`src/rtl/mul_master.sv`:
```
// Bus master that runs one signed multiply on an external responder:
// clear, write two operands, read back the product, with per-phase ready timeout.
module mul_master #(
    parameter int SZin = 8,
    parameter int TMO  = 15
) (
    input  logic                clk,
    input  logic                rst,
    input  logic                start,
    input  logic [SZin-1:0]     op_a,
    input  logic [SZin-1:0]     op_b,
    output logic                busy,
    output logic                done,
    output logic                err,
    output logic [2*SZin-2:0]   result,
    output logic                sel,
    output logic                wrt,
    output logic                nres,
    output logic                addr_b,
    output logic [SZin-1:0]     wdata,
    input  logic [2*SZin-2:0]   rdata,
    input  logic                ready
);

    localparam int CW = (TMO > 1) ? $clog2(TMO + 1) : 1;

    localparam logic [2:0] S_IDLE = 3'd0;
    localparam logic [2:0] S_CLR  = 3'd1;
    localparam logic [2:0] S_WR_A = 3'd2;
    localparam logic [2:0] S_WR_B = 3'd3;
    localparam logic [2:0] S_RD   = 3'd4;
    localparam logic [2:0] S_FIN  = 3'd5;

    localparam logic [CW-1:0] TMO_C  = CW'(TMO);
    localparam logic [CW-1:0] ONE_C  = CW'(1);
    localparam logic [CW-1:0] ZERO_C = CW'(0);

    logic [2:0]          state_r;
    logic [2:0]          state_nx_s;
    logic [CW-1:0]       cnt_r;
    logic [CW-1:0]       cnt_nx_s;
    logic                timeout_s;
    logic                in_phase_s;
    logic [SZin-1:0]     opa_r;
    logic [SZin-1:0]     opb_r;
    logic [2*SZin-2:0]   result_r;
    logic                busy_r;
    logic                done_r;
    logic                err_r;
    logic                sel_r;
    logic                wrt_r;
    logic                nres_r;
    logic                addr_b_r;
    logic [SZin-1:0]     wdata_r;
    logic                sel_nx_s;
    logic                wrt_nx_s;
    logic                nres_nx_s;
    logic                addr_b_nx_s;
    logic [SZin-1:0]     wdata_nx_s;

    // Next-state logic; a phase tolerates TMO ready-low cycles, so ready
    // arriving while the counter already equals TMO still completes the phase.
    always_comb begin
        state_nx_s = state_r;
        timeout_s  = 1'b0;
        case (state_r)
            S_IDLE: begin
                if (start) begin
                    state_nx_s = S_CLR;
                end else begin
                    state_nx_s = S_IDLE;
                end
            end
            S_CLR: begin
                state_nx_s = S_WR_A;
            end
            S_WR_A, S_WR_B, S_RD: begin
                if (ready) begin
                    if (state_r == S_WR_A) begin
                        state_nx_s = S_WR_B;
                    end else if (state_r == S_WR_B) begin
                        state_nx_s = S_RD;
                    end else begin
                        state_nx_s = S_FIN;
                    end
                end else if (cnt_r == TMO_C) begin
                    state_nx_s = S_IDLE;
                    timeout_s  = 1'b1;
                end else begin
                    state_nx_s = state_r;
                end
            end
            S_FIN: begin
                state_nx_s = S_IDLE;
            end
            default: begin
                state_nx_s = S_IDLE;
            end
        endcase
    end

    // Per-phase wait counter: restarts whenever the state changes.
    always_comb begin
        in_phase_s = (state_r == S_WR_A) || (state_r == S_WR_B) || (state_r == S_RD);
        cnt_nx_s   = cnt_r;
        if (state_nx_s != state_r) begin
            cnt_nx_s = ZERO_C;
        end else if (in_phase_s && !ready) begin
            cnt_nx_s = cnt_r + ONE_C;
        end else begin
            cnt_nx_s = cnt_r;
        end
    end

    // Bus outputs decoded from the next state so they can be registered.
    always_comb begin
        sel_nx_s    = 1'b0;
        wrt_nx_s    = 1'b0;
        nres_nx_s   = 1'b1;
        addr_b_nx_s = 1'b0;
        wdata_nx_s  = '0;
        case (state_nx_s)
            S_CLR: begin
                sel_nx_s  = 1'b1;
                nres_nx_s = 1'b0;
            end
            S_WR_A: begin
                sel_nx_s   = 1'b1;
                wrt_nx_s   = 1'b1;
                wdata_nx_s = opa_r;
            end
            S_WR_B: begin
                sel_nx_s    = 1'b1;
                wrt_nx_s    = 1'b1;
                addr_b_nx_s = 1'b1;
                wdata_nx_s  = opb_r;
            end
            S_RD: begin
                sel_nx_s = 1'b1;
            end
            default: begin
                sel_nx_s = 1'b0;
            end
        endcase
    end

    // State, counter, operand/result capture and registered outputs.
    always_ff @(posedge clk) begin
        if (rst) begin
            state_r  <= S_IDLE;
            cnt_r    <= ZERO_C;
            opa_r    <= '0;
            opb_r    <= '0;
            result_r <= '0;
            busy_r   <= 1'b0;
            done_r   <= 1'b0;
            err_r    <= 1'b0;
            sel_r    <= 1'b0;
            wrt_r    <= 1'b0;
            nres_r   <= 1'b1;
            addr_b_r <= 1'b0;
            wdata_r  <= '0;
        end else begin
            state_r <= state_nx_s;
            cnt_r   <= cnt_nx_s;
            if ((state_r == S_IDLE) && start) begin
                opa_r <= op_a;
                opb_r <= op_b;
            end
            if ((state_r == S_RD) && ready) begin
                result_r <= rdata;
            end
            busy_r   <= (state_nx_s != S_IDLE);
            done_r   <= (state_nx_s == S_FIN);
            err_r    <= timeout_s;
            sel_r    <= sel_nx_s;
            wrt_r    <= wrt_nx_s;
            nres_r   <= nres_nx_s;
            addr_b_r <= addr_b_nx_s;
            wdata_r  <= wdata_nx_s;
        end
    end

    assign busy   = busy_r;
    assign done   = done_r;
    assign err    = err_r;
    assign result = result_r;
    assign sel    = sel_r;
    assign wrt    = wrt_r;
    assign nres   = nres_r;
    assign addr_b = addr_b_r;
    assign wdata  = wdata_r;

endmodule

```
`config.mk`:
```
export PLATFORM = sky130hd
export DESIGN_NAME = mul_master
export DESIGN_NICKNAME = d
export VERILOG_FILES = /design/src/rtl/mul_master.sv
export SDC_FILE = /design/constraint.sdc
export NUM_CORES = 1
export LEC_CHECK = 0
export ABC_AREA = 1
export CAP_MARGIN = 40
export CORE_MARGIN = 10
export CORE_UTILIZATION = 45
export CTS_CLUSTER_DIAMETER = 40
export DETAILED_ROUTE_END_ITERATION = 10
export GPL_TIMING_DRIVEN = 0
export PLACE_DENSITY = 0.88
export SLEW_MARGIN = 20
export SYNTH_ARGS = -nofsm -noshare
export SYNTH_HDL_FRONTEND = slang
export SYNTH_SLANG_ARGS = --single-unit
```
`constraint.sdc`:
```
create_clock -name clk -period 3.3 [get_ports clk]
set_input_delay 0.66 -clock clk [delete_from_list [all_inputs] [get_ports clk]]
set_output_delay 0.66 -clock clk [all_outputs]
set_load 0.01 [all_outputs]
```
==> results.toml, run 1 <==
[run_status]
status = "completed"

[synth]
synth_top_area_share = 0.533
synth-edff-count = 0
synth_ff_type = "dfxtp_1"
synth_cell_types = 26
synth_area_per_cell_um2 = 8.29
synth_common_cells = "nor2_1 (56), dfxtp_1 (53), o21ai_0 (33), nand2_1 (24), inv_1 (17)"
ys_warn_count = 0
syn_nets = 276
synth_seq_area_share = 0.533
yosys.cell_count.top_type = "nor2_1"
syn-cell-area_mm2 = 0.00199
yosys_register_bits = 53
yosys.area.top_type = "dfxtp_1"
syn_inst = 240
synth.top_cells.by_area = "dfxtp_1 (53%), nor2_1 (11%), o21ai_0 (8.3%)"
async_reset_ff_frac = 0

[floorplan]
die_y_um = 86.5
start_util = 0.460
rows = 24
ios = 65
fp.dieW_um = 86.5
core_area_mm2 = 0.00432
die_area_mm2 = 0.00748

[cts]
clkTransAtPathRegs_ps = 100
ctsResizeCount = 0
cts_sinks = 53
cts_hold_buf = 0
htreeDepth = 2
clock-root-buffer = "clkbuf_8"
clk_latency_ps = 310
cts_tree = "built"
clockBufferDepth = 2
cts_inserted_buffers = 5
cts_setup_buffers = 0

[grt]
grt_max_degree = 18
grt_pass1_vias = 1713
grt_first_pass_wirelength_um = 8070
antenna_found_initial = 0
grt_overflow_total = 0
track_usage = 0.133

[pwr]
max-vdd-ir-drop_mv = 0.288
powerDensity_mw_per_mm2 = 455
fin_total_pwr_mw = 1.27
p_leak_nw = 1.14

[critical_path]
cp.arrival_ps = 2280
crit_family = "buffers and inverters"
crit_path_cell_trace = "clkdlybuf4s50_1 -> inv_1 -> clkbuf_1 -> o21ai_0 -> a21oi_1"
slowest_delay_ps = 530
slowest_stage = "clkdlybuf4s50_1"
required_ps = 3540
cp.buffers_inverters = 3
crit_type = "primary input to flop"
start_kind = "primary input"
end_kind = "flop"
worstPathMaxFanout = 10

[sta]
period_minus_slack_ps = 2040
slew_viol_final = 0
rsz0062_at_grt = "false"
finalHoldViolations = 0
setup_tns_ps = 0
skew_ps = 9.38
maxSlewHeadroom = 0.697
timing.hold.ws_ps = 461
fmax_mhz = 491
finalCritPeriodShare = 0.617
setup_viol = 0
worst-slew-pin-transition_ps = 455

[run]
maxCapViolCount = 0

[route]
wl_per_cell_um = 13.7
drt-initial-drc-count = 112
drt_wl_total_um = 4970
drc = 0
vias = 1771
viasPerCell = 4.87
dr.pass1.iters = 4
drtAntennaViolNets = 0

[place]
portBuffers = 64
place_congestion = 0.789
dpl_cell_area_mm2 = 0.00270
place_inst = 356
dp_hpwl_um = 3780

[layout]
drive_gt1_frac = 0.0962
final-instance-count-excl-fill = 364
nNetsFinal = 347
nFillCells = 372
area_growth_pct = 40.1
diodes = 0
final_area_mm2 = 0.00279

[hold_path]
hold_path_class = "flop to flop"
==> cells in the final DEF (no fill, tap or decap), types with 2 or more instances in the layout <==
master / netlist / routed
clkdlybuf4s50_1: 0 / 64
o21ai_1: 7 / 7
inv_1: 17 / 17
nand2_2: 4 / 4
nand2_1: 24 / 24
a21oi_1: 10 / 10
nor2_1: 56 / 56
clkbuf_1: 3 / 3
dfxtp_1: 53 / 53
o21ai_0: 33 / 33
nand3_4: 3 / 3
inv_2: 3 / 3
nand2_4: 4 / 4
clkbuf_8: 0 / 5
nand3_1: 8 / 8
clkinv_4: 0 / 2
xnor2_1: 3 / 3
==> per-stage QoR <==
stage | utilization | setup WS, ps
2_1_floorplan | - | 1900
4_1_cts | 0.644 | 1250
3_3_place_gp | 0.623 | 1010
5_1_grt | 0.644 | 1130
6_report | 0.644 | 1260
3_5_place_dp | 0.623 | 929
==> final cells by class <==
cell class,instances,area [µm²],share of cell area
Multi-Input combinational cell,159,817,0.293
Clock inverter,3,22.5,0.00808
Inverter,21,78.8,0.0283
Tap cell,52,65.1,0.0233
Clock buffer,5,68.8,0.0247
Buffer,7,32.5,0.0117
Timing Repair Buffer,64,641,0.230
Sequential cell,53,1060,0.381
==> power by group <==
group          internal [mW]  switching, mW
Combinational         0.0959          0.109
Clock                  0.151          0.217
Sequential             0.676         0.0169
Total                  0.923          0.344
==> per-layer routing <==
layer / global-route usage / routed length (µm) / up-vias
met2: 0.205 / 2290 / 67
met1: 0.156 / 2050 / 790
li1: - / - / 908
met5: 0 / 0 / -
met4: 0.0442 / 72 / 0
met3: 0.0704 / 567 / 6
==> final timing paths <==
kind	startpoint	to	slack, ps	depth (start not counted)
worst min register to register	opa_r[4]$_SDFFE_PP0P_	wdata[4]$_SDFF_PP0_	460	2
worst min-delay path	opa_r[4]$_SDFFE_PP0P_	wdata[4]$_SDFF_PP0_	460	2
worst max register to register	cnt_r[0]$_SDFFE_PP0P_	wdata[2]$_SDFF_PP0_	1790	10
worst max-delay path	rst	opb_r[5]$_SDFFE_PP0P_	1260	5
==> kinds of logic (layout without fill, tap and decap cells) <==
kind of cell / Yosys count / count (layout) / synth area share
simple gates: 105 / 105 / 0.265
flops: 53 / 53 / 0.533
compound gates: 50 / 50 / 0.126
buf+inv: 28 / 100 / 0.0560
xor+xnor: 3 / 3 / 0.0132
fa+ha+maj: 1 / 1 / 0.00629
==> sequential cells by signal, summed over array words and instances, names as in the netlist <==
signal	flops
addr_b	1
busy	1
cnt_r	4
done	1
err	1
nres	1
opa_r	8
opb_r	8
result	15
sel	1
state_r	3
wdata	8
wrt	1
==> tightest hold or removal path: stages (launching register included) <==
cell,delay [ps]
dfxtp_1,320
nand2_1,50
o21ai_1,50
(Power assumes the default switching activity.)
==> run 2, diff against run 1 <==
--- a/config.mk
+++ b/config.mk
@@ -8,11 +8,11 @@
 export ABC_AREA = 1
 export CAP_MARGIN = 40
 export CORE_MARGIN = 10
-export CORE_UTILIZATION = 45
+export CORE_UTILIZATION = 41
 export CTS_CLUSTER_DIAMETER = 40
 export DETAILED_ROUTE_END_ITERATION = 10
 export GPL_TIMING_DRIVEN = 0
-export PLACE_DENSITY = 0.88
+export PLACE_DENSITY = 0.84
 export SLEW_MARGIN = 20
 export SYNTH_ARGS = -nofsm -noshare
 export SYNTH_HDL_FRONTEND = slang
==> constraint.sdc (replaced) <==
create_clock -name clk -period 1.8 [get_ports clk]
set_input_delay 0.36 -clock clk [delete_from_list [all_inputs] [get_ports clk]]
set_output_delay 0.36 -clock clk [all_outputs]
set_load 0.01 [all_outputs]
==> run 2 against run 1 <==
Against the previous run:
- combinational power grew 81%
- die area is 7.5% higher
- sequential share of layout area decreased by 0.27 points
- via count decreased by 3.4%
- setup slack worse by 1100 ps
- clock power grew 80%
- final area rose by 0.72%
- core utilization fell by 5.0 points
==> results.toml, run 2 (synthesized netlist as in run 1, its figures left out) <==
[floorplan]
start_util = 0.421
fp.dieW_um = 89.7
core_area_mm2 = 0.00472
die_y_um = 89.7
ios = 65
die_area_mm2 = 0.00804
rows = 25

[sta]
period_minus_slack_ps = 1600
rsz0062_at_grt = "false"
setup_viol = 0
finalCritPeriodShare = 0.891
skew_ps = 8.10
finalHoldViolations = 0
fmax_mhz = 623
slew_viol_final = 0
maxSlewHeadroom = 0.737
worst-slew-pin-transition_ps = 394
timing.hold.ws_ps = 457

[grt]
met1_usage = 0.142
grt.busiest_layer = "met2"
grt_max_degree = 18
antenna_found_initial = 0
grt_pass1_vias = 1629
grt_overflow_total = 0
grt_use_met2 = 0.191
grt_first_pass_wirelength_um = 7690
track_usage = 0.126
grt_util_met3 = 0.0614

[cts]
clk_latency_ps = 310
cts_tree = "built"
cts_inserted_buffers = 5
cts_setup_buffers = 0
clkTransAtPathRegs_ps = 100
clockBufferDepth = 2
clock-root-buffer = "clkbuf_8"
htreeDepth = 2
cts_sinks = 53

[route]
wl_per_cell_um = 12.9
drtAntennaViolNets = 0
drc = 0
drt_wl_total_um = 4900
vias = 1711
drt-initial-drc-count = 59
viasPerCell = 4.51
dr.pass1.iters = 4

[layout]
final_cell_mix = "clkdlybuf4s50_1 (64), nor2_1 (56), dfxtp_1 (53)"
layout_commonest_cell = "clkdlybuf4s50_1"
final_area_mm2 = 0.00281
drive_gt1_frac = 0.0994
area_growth_pct = 41.1
nFillCells = 419
largest_reg_flops = 15
diodes = 0
nNetsFinal = 347

[place]
dp_hpwl_um = 3760
dpl_cell_area_mm2 = 0.00271
portBuffers = 64
place_congestion = 0.883

[critical_path]
reg2reg_slack_ps = 280
required_ps = 2040
worstPathMaxFanout = 10
end_kind = "flop"
start_kind = "primary input"
cp.arrival_ps = 1850
crit_type = "primary input to flop"

[run]
maxCapViolCount = 0

[pwr]
p_leak_nw = 1.13
fin_total_pwr_mw = 2.30
powerDensity_mw_per_mm2 = 821
max-vdd-ir-drop_mv = 0.665

[run_status]
status = "completed"

[hold_path]
hold_path_class = "flop to flop"
-- run 2: changes by cell type in the layout (fill, tap and decap cells not counted) --
cell        change
clkbuf_1        -1
clkbuf_2        +1
clkinv_2        -1
clkinv_4        -2
clkinvlp_4      +3
-- run 2: worst paths after layout --
check | from | to | cells after the start
setup / recovery | rst | result[5]$_SDFFE_PP0P_ | 5
hold / removal | opa_r[4]$_SDFFE_PP0P_ | wdata[4]$_SDFF_PP0_ | 2
setup reg to reg | cnt_r[0]$_SDFFE_PP0P_ | wdata[3]$_SDFF_PP0_ | 10
hold reg to reg | opa_r[4]$_SDFFE_PP0P_ | wdata[4]$_SDFF_PP0_ | 2
-- run 2: repair_timing --
item,4_1_cts,5_1_grt
setup endpoints to repair,0,1
hold endpoints to repair,0,0
resized for setup,0,2
hold buffers,0,0
-- run 2: area by class of cell --
type,count,area (µm²),area share
Buffer,7,33.8,0.0120
Clock buffer,5,68.8,0.0245
Clock inverter,3,22.5,0.00802
Inverter,21,78.8,0.0281
Multi-Input combinational cell,159,817,0.291
Sequential cell,53,1060,0.378
Tap cell,67,83.8,0.0299
Timing Repair Buffer,64,641,0.228
-- run 2: where the power goes --
part | total (mW) | internal, mW | switching [mW]
sequential | 1.27 | 1.24 | 0.0299
clock | 0.664 | 0.273 | 0.390
combinational | 0.371 | 0.176 | 0.195
-- run 2: worst max-delay path: stages --
cell and delay (ps):
clkdlybuf4s50_1 530, inv_1 320, clkbuf_1 370, o21ai_0 160
nor2_1 110
-- run 2: per-layer routing --
metal / up-vias / share of wire
met5: - / 0
met4: 0 / 0.025
met3: 12 / 0.11
li1: 907 / -
met1: 732 / 0.41
met2: 60 / 0.46
-- run 2: stage by stage --
stage	utilization	worst slack, ps	setup TNS, ps	instances
6_report	0.594	196	0	379
4_1_cts	0.594	123	0	379
2_1_floorplan	-	482	0	240
5_1_grt	0.594	25.6	0	379
3_3_place_gp	0.575	-181	-3400	371
3_5_place_dp	0.575	-198	-3690	371
==> run 3, diff against run 2 <==
--- a/config.mk
+++ b/config.mk
@@ -7,12 +7,11 @@
 export LEC_CHECK = 0
 export ABC_AREA = 1
 export CAP_MARGIN = 40
-export CORE_MARGIN = 10
-export CORE_UTILIZATION = 41
+export CORE_UTILIZATION = 45
 export CTS_CLUSTER_DIAMETER = 40
 export DETAILED_ROUTE_END_ITERATION = 10
 export GPL_TIMING_DRIVEN = 0
-export PLACE_DENSITY = 0.84
+export PLACE_DENSITY = 0.88
 export SLEW_MARGIN = 20
 export SYNTH_ARGS = -nofsm -noshare
 export SYNTH_HDL_FRONTEND = slang
==> constraint.sdc (replaced) <==
create_clock -name clk -period 1.7 [get_ports clk]
set_input_delay 0.34 -clock clk [delete_from_list [all_inputs] [get_ports clk]]
set_output_delay 0.34 -clock clk [all_outputs]
set_load 0.01 [all_outputs]
==> run 3 against run 2 <==
Against the previous run:
- final area rose by 0.31%
- clock power grew 28%
- combinational power increased by 7.8%
- non-clock buffer count unchanged
- critical path depth unchanged
- via count grew 5.3%
- routed wire length is 3.5% lower
- clock skew is 2.7 ps lower
- clock-buffer cell count increased by 1
- sequential cell count unchanged
==> results.toml, run 3 (synthesized netlist as in run 1, its figures left out) <==
[run_status]
status = "completed"

[route]
wl_per_cell_um = 13.1
dr.pass1.iters = 4
viasPerCell = 4.98
drt_wl_total_um = 4730
drt-initial-drc-count = 80
vias = 1801
drtAntennaViolNets = 0
drc = 0

[grt]
grt_overflow_total = 0
antenna_found_initial = 0
grt_max_degree = 17
grt_pass1_vias = 1830
track_usage = 0.222
grt_first_pass_wirelength_um = 7620

[place]
portBuffers = 64
pre_cts_ws_ps = -312
place_congestion = 0.790
dp_hpwl_um = 3340

[pwr]
powerDensity_mw_per_mm2 = 923
p_leak_nw = 1.15
max-vdd-ir-drop_mv = 0.553

[cts]
ctsResizeCount = 1
cts_hold_buf = 0
clock-root-buffer = "clkbuf_8"
htreeDepth = 2
cts_inserted_buffers = 5
cts_tree = "built"
clockBufferDepth = 2
cts_setup_buffers = 0
clk_latency_ps = 300
cts_sinks = 53
clkTransAtPathRegs_ps = 100

[sta]
finalCritPeriodShare = 0.954
skew_ps = 5.41
rsz0062_at_grt = "false"
fmax_mhz = 616
worst_slack_ps = 77.4
period_minus_slack_ps = 1620
finalHoldViolations = 0
slew_viol_final = 0
maxSlewHeadroom = 0.754
setup_tns_ps = 0
setup_viol = 0
timing.hold.ws_ps = 458
worst-slew-pin-transition_ps = 369

[run]
maxCapViolCount = 0

[floorplan]
fp.dieW_um = 68.5
start_util = 0.483
die_area_mm2 = 0.00469
ios = 65
core_area_mm2 = 0.00412
die_y_um = 68.5
rows = 23

[hold_path]
hold_path_class = "flop to flop"

[layout]
drive_gt1_frac = 0.106
layout_commonest_cell = "clkdlybuf4s50_1"
final_cell_mix = "clkdlybuf4s50_1 (64), nor2_1 (56), dfxtp_1 (53)"
largest_reg_flops = 15
diodes = 0
area_growth_pct = 41.5
nNetsFinal = 347

[critical_path]
worstPathMaxFanout = 10
cp.arrival_ps = 1820
end_kind = "flop"
slowest_stage = "clkdlybuf4s50_1"
slowest_delay_ps = 660
start_kind = "primary input"
required_ps = 1900
crit_path_cell_trace = "clkdlybuf4s50_1 -> clkinvlp_4 -> buf_1 -> o21ai_0 -> nor2_1"
crit_type = "primary input to flop"
==> run 3: cell types whose count changed in the layout (fill, tap and decap cells not counted), sizes merged <==
cell | before | now
clkbuf | 9 | 10
clkinvlp | 3 | 1
bufinv | 0 | 1
clkinv | 1 | 2
inv | 20 | 19
==> run 3: metal layers <==
layer | vias up | GRT usage | routed length [µm]
met1 | 807 | 0.243 | 1980
met5 | - | 0 | 0
met3 | 17 | 0.0609 | 316
met2 | 70 | 0.380 | 2280
li1 | 907 | - | -
met4 | 0 | 0.133 | 144
==> run 3: layout make-up <==
| class | count | area, µm² |
|---|---|---|
| clock buffer | 6 | 72.6 |
| sequential | 53 | 1060 |
| timing repair buffer | 64 | 641 |
| clock inverter | 2 | 38.8 |
| tap | 50 | 62.6 |
| inverter | 21 | 82.6 |
| fill | 329 | 1300 |
| buffer | 7 | 35.0 |
| multi-input combinational | 159 | 822 |
==> run 3: power breakdown <==
part / internal [mW] / total [mW] / switching [mW]
combinational: 0.187 / 0.400 / 0.213
sequential: 1.31 / 1.35 / 0.0348
clock: 0.442 / 0.852 / 0.409
==> run 3: worst paths after layout <==
| kind | cells past startpoint | start | slack, ps | endpoint |
|---|---|---|---|---|
| worst max-delay path | 5 | rst | 80 | opa_r[3]$_SDFFE_PP0P_ |
| worst min-delay path | 2 | opb_r[7]$_SDFFE_PP0P_ | 460 | opb_r[7]$_SDFFE_PP0P_ |
| worst max register to register | 10 | cnt_r[0]$_SDFFE_PP0P_ | 180 | wdata[4]$_SDFF_PP0_ |
| worst min register to register | 2 | opb_r[7]$_SDFFE_PP0P_ | 460 | opb_r[7]$_SDFFE_PP0P_ |
==> run 3: critical path, delay by kind of cell <==
family / cells / cell delay [ps]
AO/OA/AOI/OAI: 1 / 160
AND/OR/NAND/NOR: 1 / 70
buffers and inverters: 3 / 1240
==> run 3: through the flow <==
step           cells  power (mW)  cell area, µm²   util
4_1_cts          362        2.60            2810  0.682
3_5_place_dp     354        1.77            2690  0.654
3_3_place_gp     354        1.75            2690  0.654
5_1_grt          362        2.71            2820  0.684
2_1_floorplan    240        1.59            1990      -
6_report         362        2.60            2820  0.684
